## src/rtl/fp_lets_if.sv

```systemverilog
// Operand/result bundle for the fp_lets fixed-point arithmetic unit.
// The master drives operands and receives results; the slave is the unit itself.
interface fp_lets_if;
   logic        in_valid;
   logic [15:0] a;
   logic [15:0] b;
   logic [31:0] c;
   logic        out_valid;
   logic [31:0] s0;
   logic [31:0] s1;
   logic [31:0] s2;
   logic [31:0] p0;
   logic [31:0] p1;
   logic [31:0] p2;

   modport master (
      output in_valid, a, b, c,
      input  out_valid, s0, s1, s2, p0, p1, p2
   );

   modport slave (
      input  in_valid, a, b, c,
      output out_valid, s0, s1, s2, p0, p1, p2
   );
endinterface

```

## src/rtl/fp_lets.sv

```systemverilog
// Registered Q1.15 / Q9.23 adder-multiplier: three sums and three products, each
// computed at full precision and floor-truncated to its own output scale, one-cycle latency.
module fp_lets (
   input  logic       clk,
   input  logic       rst,
   fp_lets_if.slave   bus
);

   // Result slots in output order: s0, s1, s2, p0, p1, p2
   typedef logic [5:0][31:0] res_t;

   logic signed [15:0] a_s;
   logic signed [15:0] b_s;
   logic signed [31:0] c_s;

   logic signed [16:0] sum_ab;   // Q2.15, exact
   logic signed [32:0] a_al;     // a aligned to Q10.23
   logic signed [32:0] c_ext;    // c sign-extended to Q10.23
   logic signed [32:0] sum_ac;   // Q10.23, exact
   logic signed [31:0] a_w32;
   logic signed [31:0] b_w32;
   logic signed [31:0] prod_ab;  // Q2.30, exact
   logic signed [47:0] a_w48;
   logic signed [47:0] c_w48;
   logic signed [47:0] prod_ac;  // Q10.38, exact

   res_t res_calc;
   res_t res_d;
   res_t res_q;
   logic valid_d;
   logic valid_q;
   logic unused_prod_bits;

   assign a_s = bus.a;
   assign b_s = bus.b;
   assign c_s = bus.c;

   // Sums carry one extra integer bit so they never saturate or wrap before rescale
   assign sum_ab = {a_s[15], a_s} + {b_s[15], b_s};
   assign a_al   = {{9{a_s[15]}}, a_s, 8'b0};
   assign c_ext  = {c_s[31], c_s};
   assign sum_ac = a_al + c_ext;

   assign a_w32   = {{16{a_s[15]}}, a_s};
   assign b_w32   = {{16{b_s[15]}}, b_s};
   assign prod_ab = a_w32 * b_w32;

   assign a_w48   = {{32{a_s[15]}}, a_s};
   assign c_w48   = {{16{c_s[31]}}, c_s};
   assign prod_ac = a_w48 * c_w48;

   // Rescale by bit selection: dropping low bits of a two's-complement value is floor
   always_comb begin
      res_calc    = '0;
      // s0: Q2.15 at fo=15, no shift
      res_calc[0] = {{15{sum_ab[16]}}, sum_ab};
      // s1: Q10.23 -> fo=15, drop 8 fraction bits
      res_calc[1] = {{7{sum_ac[32]}}, sum_ac[32:8]};
      // s2: Q10.23 at fo=23, 33 bits wrapped to 32
      res_calc[2] = sum_ac[31:0];
      // p0: Q2.30 -> fo=15, drop 15 fraction bits
      res_calc[3] = {{15{prod_ab[31]}}, prod_ab[31:15]};
      // p1: Q2.30 at fo=30, no shift
      res_calc[4] = prod_ab;
      // p2: Q10.38 -> fo=23 is 33 bits; wrap keeps the low 32
      res_calc[5] = prod_ac[46:15];
   end

   assign unused_prod_bits = ^{prod_ac[47], prod_ac[14:0]};

   always_comb begin
      res_d   = res_q;
      valid_d = bus.in_valid;
      if (bus.in_valid) begin
         res_d = res_calc;
      end
   end

   always_ff @(posedge clk) begin
      if (rst) begin
         res_q   <= '0;
         valid_q <= 1'b0;
      end else begin
         res_q   <= res_d;
         valid_q <= valid_d;
      end
   end

   assign bus.out_valid = valid_q;
   assign bus.s0        = res_q[0];
   assign bus.s1        = res_q[1];
   assign bus.s2        = res_q[2];
   assign bus.p0        = res_q[3];
   assign bus.p1        = res_q[4];
   assign bus.p2        = res_q[5];

endmodule

```

## src/flat_wrapper.sv

```systemverilog
// flat-port wrapper written by rule: the top's interface ports become plain ports
module fp_lets_flat 
  (clk, rst, bus_in_valid, bus_a, bus_b, bus_c, bus_out_valid, bus_s0, bus_s1, bus_s2, bus_p0, bus_p1, bus_p2);
  fp_lets_if bus_i ();
  input  logic clk;
  input  logic rst;
  input wire logic [$bits(bus_i.in_valid)-1:0] bus_in_valid;
  input wire logic [$bits(bus_i.a)-1:0] bus_a;
  input wire logic [$bits(bus_i.b)-1:0] bus_b;
  input wire logic [$bits(bus_i.c)-1:0] bus_c;
  output wire logic [$bits(bus_i.out_valid)-1:0] bus_out_valid;
  output wire logic [$bits(bus_i.s0)-1:0] bus_s0;
  output wire logic [$bits(bus_i.s1)-1:0] bus_s1;
  output wire logic [$bits(bus_i.s2)-1:0] bus_s2;
  output wire logic [$bits(bus_i.p0)-1:0] bus_p0;
  output wire logic [$bits(bus_i.p1)-1:0] bus_p1;
  output wire logic [$bits(bus_i.p2)-1:0] bus_p2;
  assign bus_i.in_valid = bus_in_valid;
  assign bus_i.a = bus_a;
  assign bus_i.b = bus_b;
  assign bus_i.c = bus_c;
  assign bus_out_valid = bus_i.out_valid;
  assign bus_s0 = bus_i.s0;
  assign bus_s1 = bus_i.s1;
  assign bus_s2 = bus_i.s2;
  assign bus_p0 = bus_i.p0;
  assign bus_p1 = bus_i.p1;
  assign bus_p2 = bus_i.p2;
  fp_lets u_core (.clk(clk), .rst(rst), .bus(bus_i));
endmodule
```

## config.mk

```make
export PLATFORM = sky130hd
export DESIGN_NAME = fp_lets_flat
export DESIGN_NICKNAME = d
export VERILOG_FILES = /design/src/rtl/fp_lets_if.sv /design/src/rtl/fp_lets.sv /design/src/flat_wrapper.sv
export SDC_FILE = /design/constraint.sdc
export NUM_CORES = 2
export LEC_CHECK = 0
export ABC_AREA = 1
export CAP_MARGIN = 5
export CORE_UTILIZATION = 50
export DETAILED_ROUTE_END_ITERATION = 7
export MAX_ROUTING_LAYER = met4
export PLACE_DENSITY = 0.7
export SYNTH_ARGS = -nofsm -noshare
export SYNTH_HDL_FRONTEND = slang
export SYNTH_SLANG_ARGS = --single-unit
```

## constraint.sdc

```tcl
create_clock -name clk -period 8.89 [get_ports clk]
set_input_delay 2.667 -clock clk [delete_from_list [all_inputs] [get_ports clk]]
set_output_delay 2.667 -clock clk [all_outputs]
set_load 0.01 [all_outputs]
```

; ---- Yosys cells after proc, flatten, opt, wreduce, memory -nomap -nowiden
; Index checks and enable logic that the tools add are counted.
[word_totals]
ff_bits = 156
out_inout_bits = 193
elab_cells = 11
in_bits = 67
[op_classes]
mul = 2
n_addsub = 2
[ops]
columns = operator, n
row1 = $mul 16x32->47, 1
row2 = $add 24x32->33, 1
row3 = $mul 16x16->32, 1
row4 = $add 16x16->17, 1

; ---- Depth between registers and ports, before layout
[logic_depth]
word_depth = 1
mapped_depth = 30
mapped_depth_nobuf = 29

; ---- Worst setup path before layout
; OpenSTA, ideal clock, no wires.
[synth_timing]
kind = input-to-reg
from = in bus_a[5]
to = reg u_core.res_q, in the netlist u_core.bus.p2[31]
n_path_buf = 2
setup_time_ns = 0.109
stages = 26
t_arrival_ns = 7.855
slack_ns = 0.926
cell_sequence = clkbuf_1 -> buf_1 -> nand2_1 -> inv_1 -> fa_1 -> fa_1 -> inv_1 -> fa_1 -> fa_1 -> fa_1 -> fa_1 -> inv_1 -> ha_1 -> nand2_1 -> inv_1 -> nand2_1 -> nor3_1 -> nand2_1 -> nor3_1 -> nand2_1 -> inv_1 -> nor2_1 -> nand2_1 -> nand3_1 -> nand2_1 -> inv_1
[synth_via]
elab_chain_len = 1
[synth_rtl]
columns = item, line
row1 = start: declaration, flat_wrapper.sv:8  ; input wire logic [$bits(bus_i.a)-1:0] bus_a;
row2 = $mul 16x32->47, fp_lets.sv:50  ; assign prod_ac = a_w48 * c_w48;
row3 = end signal: assignment, fp_lets.sv:84  ; res_q <= res_d;
row4 = end: declaration, fp_lets.sv:29  ; res_t res_q;
; No other way between the ends.
; A chain may end at the register's enable or synchronous reset.

; ---- Final worst setup path
[layout_timing]
from = in bus_a[15]
to = reg u_core.res_q, in the netlist u_core.bus.p1[31]
[layout_via]
elab_chain_len = 1
[layout_rtl]
columns = item, line
row1 = $mul 16x16->32, fp_lets.sv:46  ; assign prod_ab = a_w32 * b_w32;
; No other way between the ends.

==> flow_summary_export.csv <==
group,metric,value,unit
timing,max_clock_freq,0.1174,GHz
clock_network,cts_made_buffers,17,
logic_synthesis,synthMuxAreaShare,0,
grt,grt_max_degree,134,
critical_path,r2r_end,"u_core.bus.s0[16]",
timing,worst_pin_slew,1238,ps
logic_synthesis,ys_ff_latch,115,
placement,place_congestion,0.9762,
logic_synthesis,async_flop_share,0,
finish,syn_to_final_growth,14.32,%
critical_path,regToRegSetupSlack,7760,ps
clock_network,postCtsSetupBuffers,0,
logic_synthesis,synth_xor_area_frac,0.01207,
timing,rsz0062_at_grt,"false",
detailed_routing,first_pass_iters,6,
floorplan,num_rows,98,
detailed_routing,drt-total-wl,110.2,mm
finish,fin_cells,6191,
logic_synthesis,ys.flop_type,"dfxtp_1",
timing,fin_crit_sh,0.9581,
floorplan,die_area,0.07362,sq mm
critical_path,crit_required,9260,ps
detailed_routing,vias_per_cell,5.083,
worst_hold_path,min_to,"u_core.bus.s0[13]",
floorplan,fp.coreArea,0.07161,sq mm
placement,io_buffers,259,
logic_synthesis,ys_types,45,
timing,max_slew_margin,0.1732,
logic_synthesis,syn_area,0.03627,sq mm
logic_synthesis,synth.top_cell.area_share,0.4101,
timing,setup_violations,0,
clock_network,cts_tree,"done",
clock_network,cts-htree-levels,4,
clock_network,clock_sinks,115,
timing,finalSetupTns,0,ps
detailed_routing,wl_per_cell,17.81,um
critical_path,cp_max_fo,23,
logic_synthesis,synth_top_family_by_area,"adder cells",
floorplan,io_pins,260,
critical_path,worst_setup_path_end_kind,"flip-flop",
floorplan,dieWidth,271.3,um
grt,overflow,0,
finish,fillers,6685,
timing,period_needed,8518,ps
outcome,status,"finished clean",
floorplan,die_h,271.3,um
logic_synthesis,syn_area_per_cell,7.310,sq um
critical_path,cp-start-kind,"input port",
logic_synthesis,ys_top_cells_by_area,"fa_1 41%, inv_1 15%, nand2_1 12%",
timing,clock_skew,0,ps
floorplan,start_util,0.5065,
critical_path,reg2reg_from,"u_core.bus.s0[16]",
clock_network,clock-root-buffer,"clkbuf_16",
finish,nNetsFinal,6276,
critical_path,rr_worst_depth,2,
detailed_routing,antenna_left,0,
clock_network,clk_pin_slew,70,ps
logic_synthesis,synthCells,4962,
timing,finalMaxSlewViolations,0,
logic_synthesis,yosysMostFrequentCell,"inv_1",
critical_path,arrival,8890,ps
detailed_routing,drt_iter0_markers,2404,
finish,post-route-util,0.5791,
placement,place_inst,6157,
logic_synthesis,yosys.area.top_type,"fa_1",
logic_synthesis,synth-simple-area-share,0.1929,
grt,grt_pass1_wl,178.3,mm
worst_hold_path,hold_path_depth,2,
detailed_routing,vias,31470,
clock_network,clk_path_buf_depth,2,
job,maxCapViolCount,0,
detailed_routing,route.detailed.drc,0,
logic_synthesis,synth_commonest_cells,"1455 x inv_1, 1165 x nand2_1, 743 x fa_1, 370 x nor2_1, 240 x ha_1",
logic_synthesis,synth_enable_flop_cells,0,
grt,grt_usage,0.3221,
logic_synthesis,ys_warn_count,0,
worst_hold_path,hold_path.class,"reg2reg",
critical_path,crit_type,"in2reg",
grt,antenna_found_initial,1,
logic_synthesis,synth-compound-area-share,0.05216,
logic_synthesis,synth_adder_area_share,0.4929,
finish,drive_above_1_share,0.06299,
logic_synthesis,syn-num-nets,6012,
timing,hold_viol,0,
clock_network,clk_latency,480,ps
placement,hpwl,92.34,mm
grt,grt_pass1_vias,32640,
logic_synthesis,ys_seq_area_frac,0.06347,
worst_hold_path,holdCritStartpoint,"u_core.bus.s0[13]",
==> what timing repair did <==
action | 4_1_cts | 5_1_grt
endpoints found under the setup margin | 0 | 1
hold buffers | 0 | 0
gates resized for setup | 0 | 1
==> metal layers <==
layer  GRT usage  vias up  wire length [um]
met3     0.04653      165              9084
met5           -        -                 0
li1            -    14620                 -
met4     0.09018        0              2833
met2      0.4911     1257             49760
met1      0.4473    15430             48570
==> state kept, by name (all words and copies together), names as in the netlist <==
name	flops
u_core.bus.out_valid	1
u_core.bus.s1	2
u_core.bus.s0	17
u_core.bus.p2	32
u_core.bus.s2	31
u_core.bus.p1	32
==> final cells by class <==
cell class	count	area (sq um)	share of cell area
Clock buffer	17	425.4	0.01026
Timing Repair Buffer	505	4686	0.1130
Antenna cell	2	5.005	0.0001207
Multi-Input combinational cell	3131	27210	0.6561
Clock inverter	15	186.4	0.004496
Sequential cell	115	2302	0.05552
Inverter	1456	5465	0.1318
Tap cell	950	1189	0.02867
==> placed cells by master, fill, tap and decap left out, types with 3 or more instances in the layout <==
master           instances
inv_1                 1454
buf_4                  220
fa_1                   743
buf_2                   16
dfxtp_1                115
a21o_1                   9
xor2_1                  34
o21ai_1                  5
o21a_1                   7
nand2_2                  9
nand3_1                138
nand2_1               1165
or2_2                   14
nor2_1                 370
a31oi_1                  5
nor3_1                  19
o21ai_2                  3
o211ai_1                18
inv_6                    6
ha_1                   239
o21ai_0                124
clkdlybuf4s50_1        242
nor4_1                   4
nand4_1                 28
a21oi_1                128
nand3b_1                 6
o21bai_1                22
o221ai_1                 3
buf_12                  26
a21boi_0                 5
inv_8                    3
clkbuf_16               17
xnor2_1                 16
==> worst max-delay path: stages <==
cell and delay [ps]:
clkdlybuf4s50_1 510, buf_12 210, nand2_1 170, inv_1 120
fa_1 680, inv_1 160, fa_1 500, inv_1 50
fa_1 490, fa_1 540, fa_1 500, inv_1 50
fa_1 560, inv_1 70, ha_1 340, a21oi_1 270
o21ai_0 240, inv_1 100, nor2_1 40, o21ai_0 140
nand3_1 150, inv_1 90, nand2_1 50, nand2_1 90
a21oi_1 70
==> stage by stage <==
stage | setup WS (ps) | cell area (sq um) | hold WS (ps)
after floorplan | 926.4 | 36270 | 516.0
after global placement | 21.47 | 40850 | 468.0
after detailed placement | 29.29 | 40850 | 466.3
after CTS | 511.6 | 41460 | 487.7
after global routing | 106.2 | 41460 | 520.5
final | 372.3 | 41470 | 483.3
==> cell families (layout without fill, tap and decap cells) <==
logic type | count (synthesis) | count (layout)
and+or+nand+nor | 1761 | 1761
xor gates and xnor gates | 50 | 50
AOI/OAI and AO/OA | 337 | 337
other | 0 | 2
DFF | 115 | 115
buffers and inverters | 1716 | 1993
adders and majority gates | 983 | 983
==> worst max path at each step <==
stage                          from                end  depth (start not counted)
after floorplan            bus_a[5]  u_core.bus.p2[31]                         26
final                     bus_a[15]  u_core.bus.p1[31]                         25
after global routing      bus_c[10]  u_core.bus.p2[11]                         26
after global placement     bus_b[9]  u_core.bus.p1[26]                         23
after detailed placement  bus_a[15]  u_core.bus.p1[31]                         25
after CTS                 bus_b[15]  u_core.bus.p1[26]                         24
Power is not shown: default switching activity piles up to over one toggle a cycle in this logic, so the estimate is an artifact.
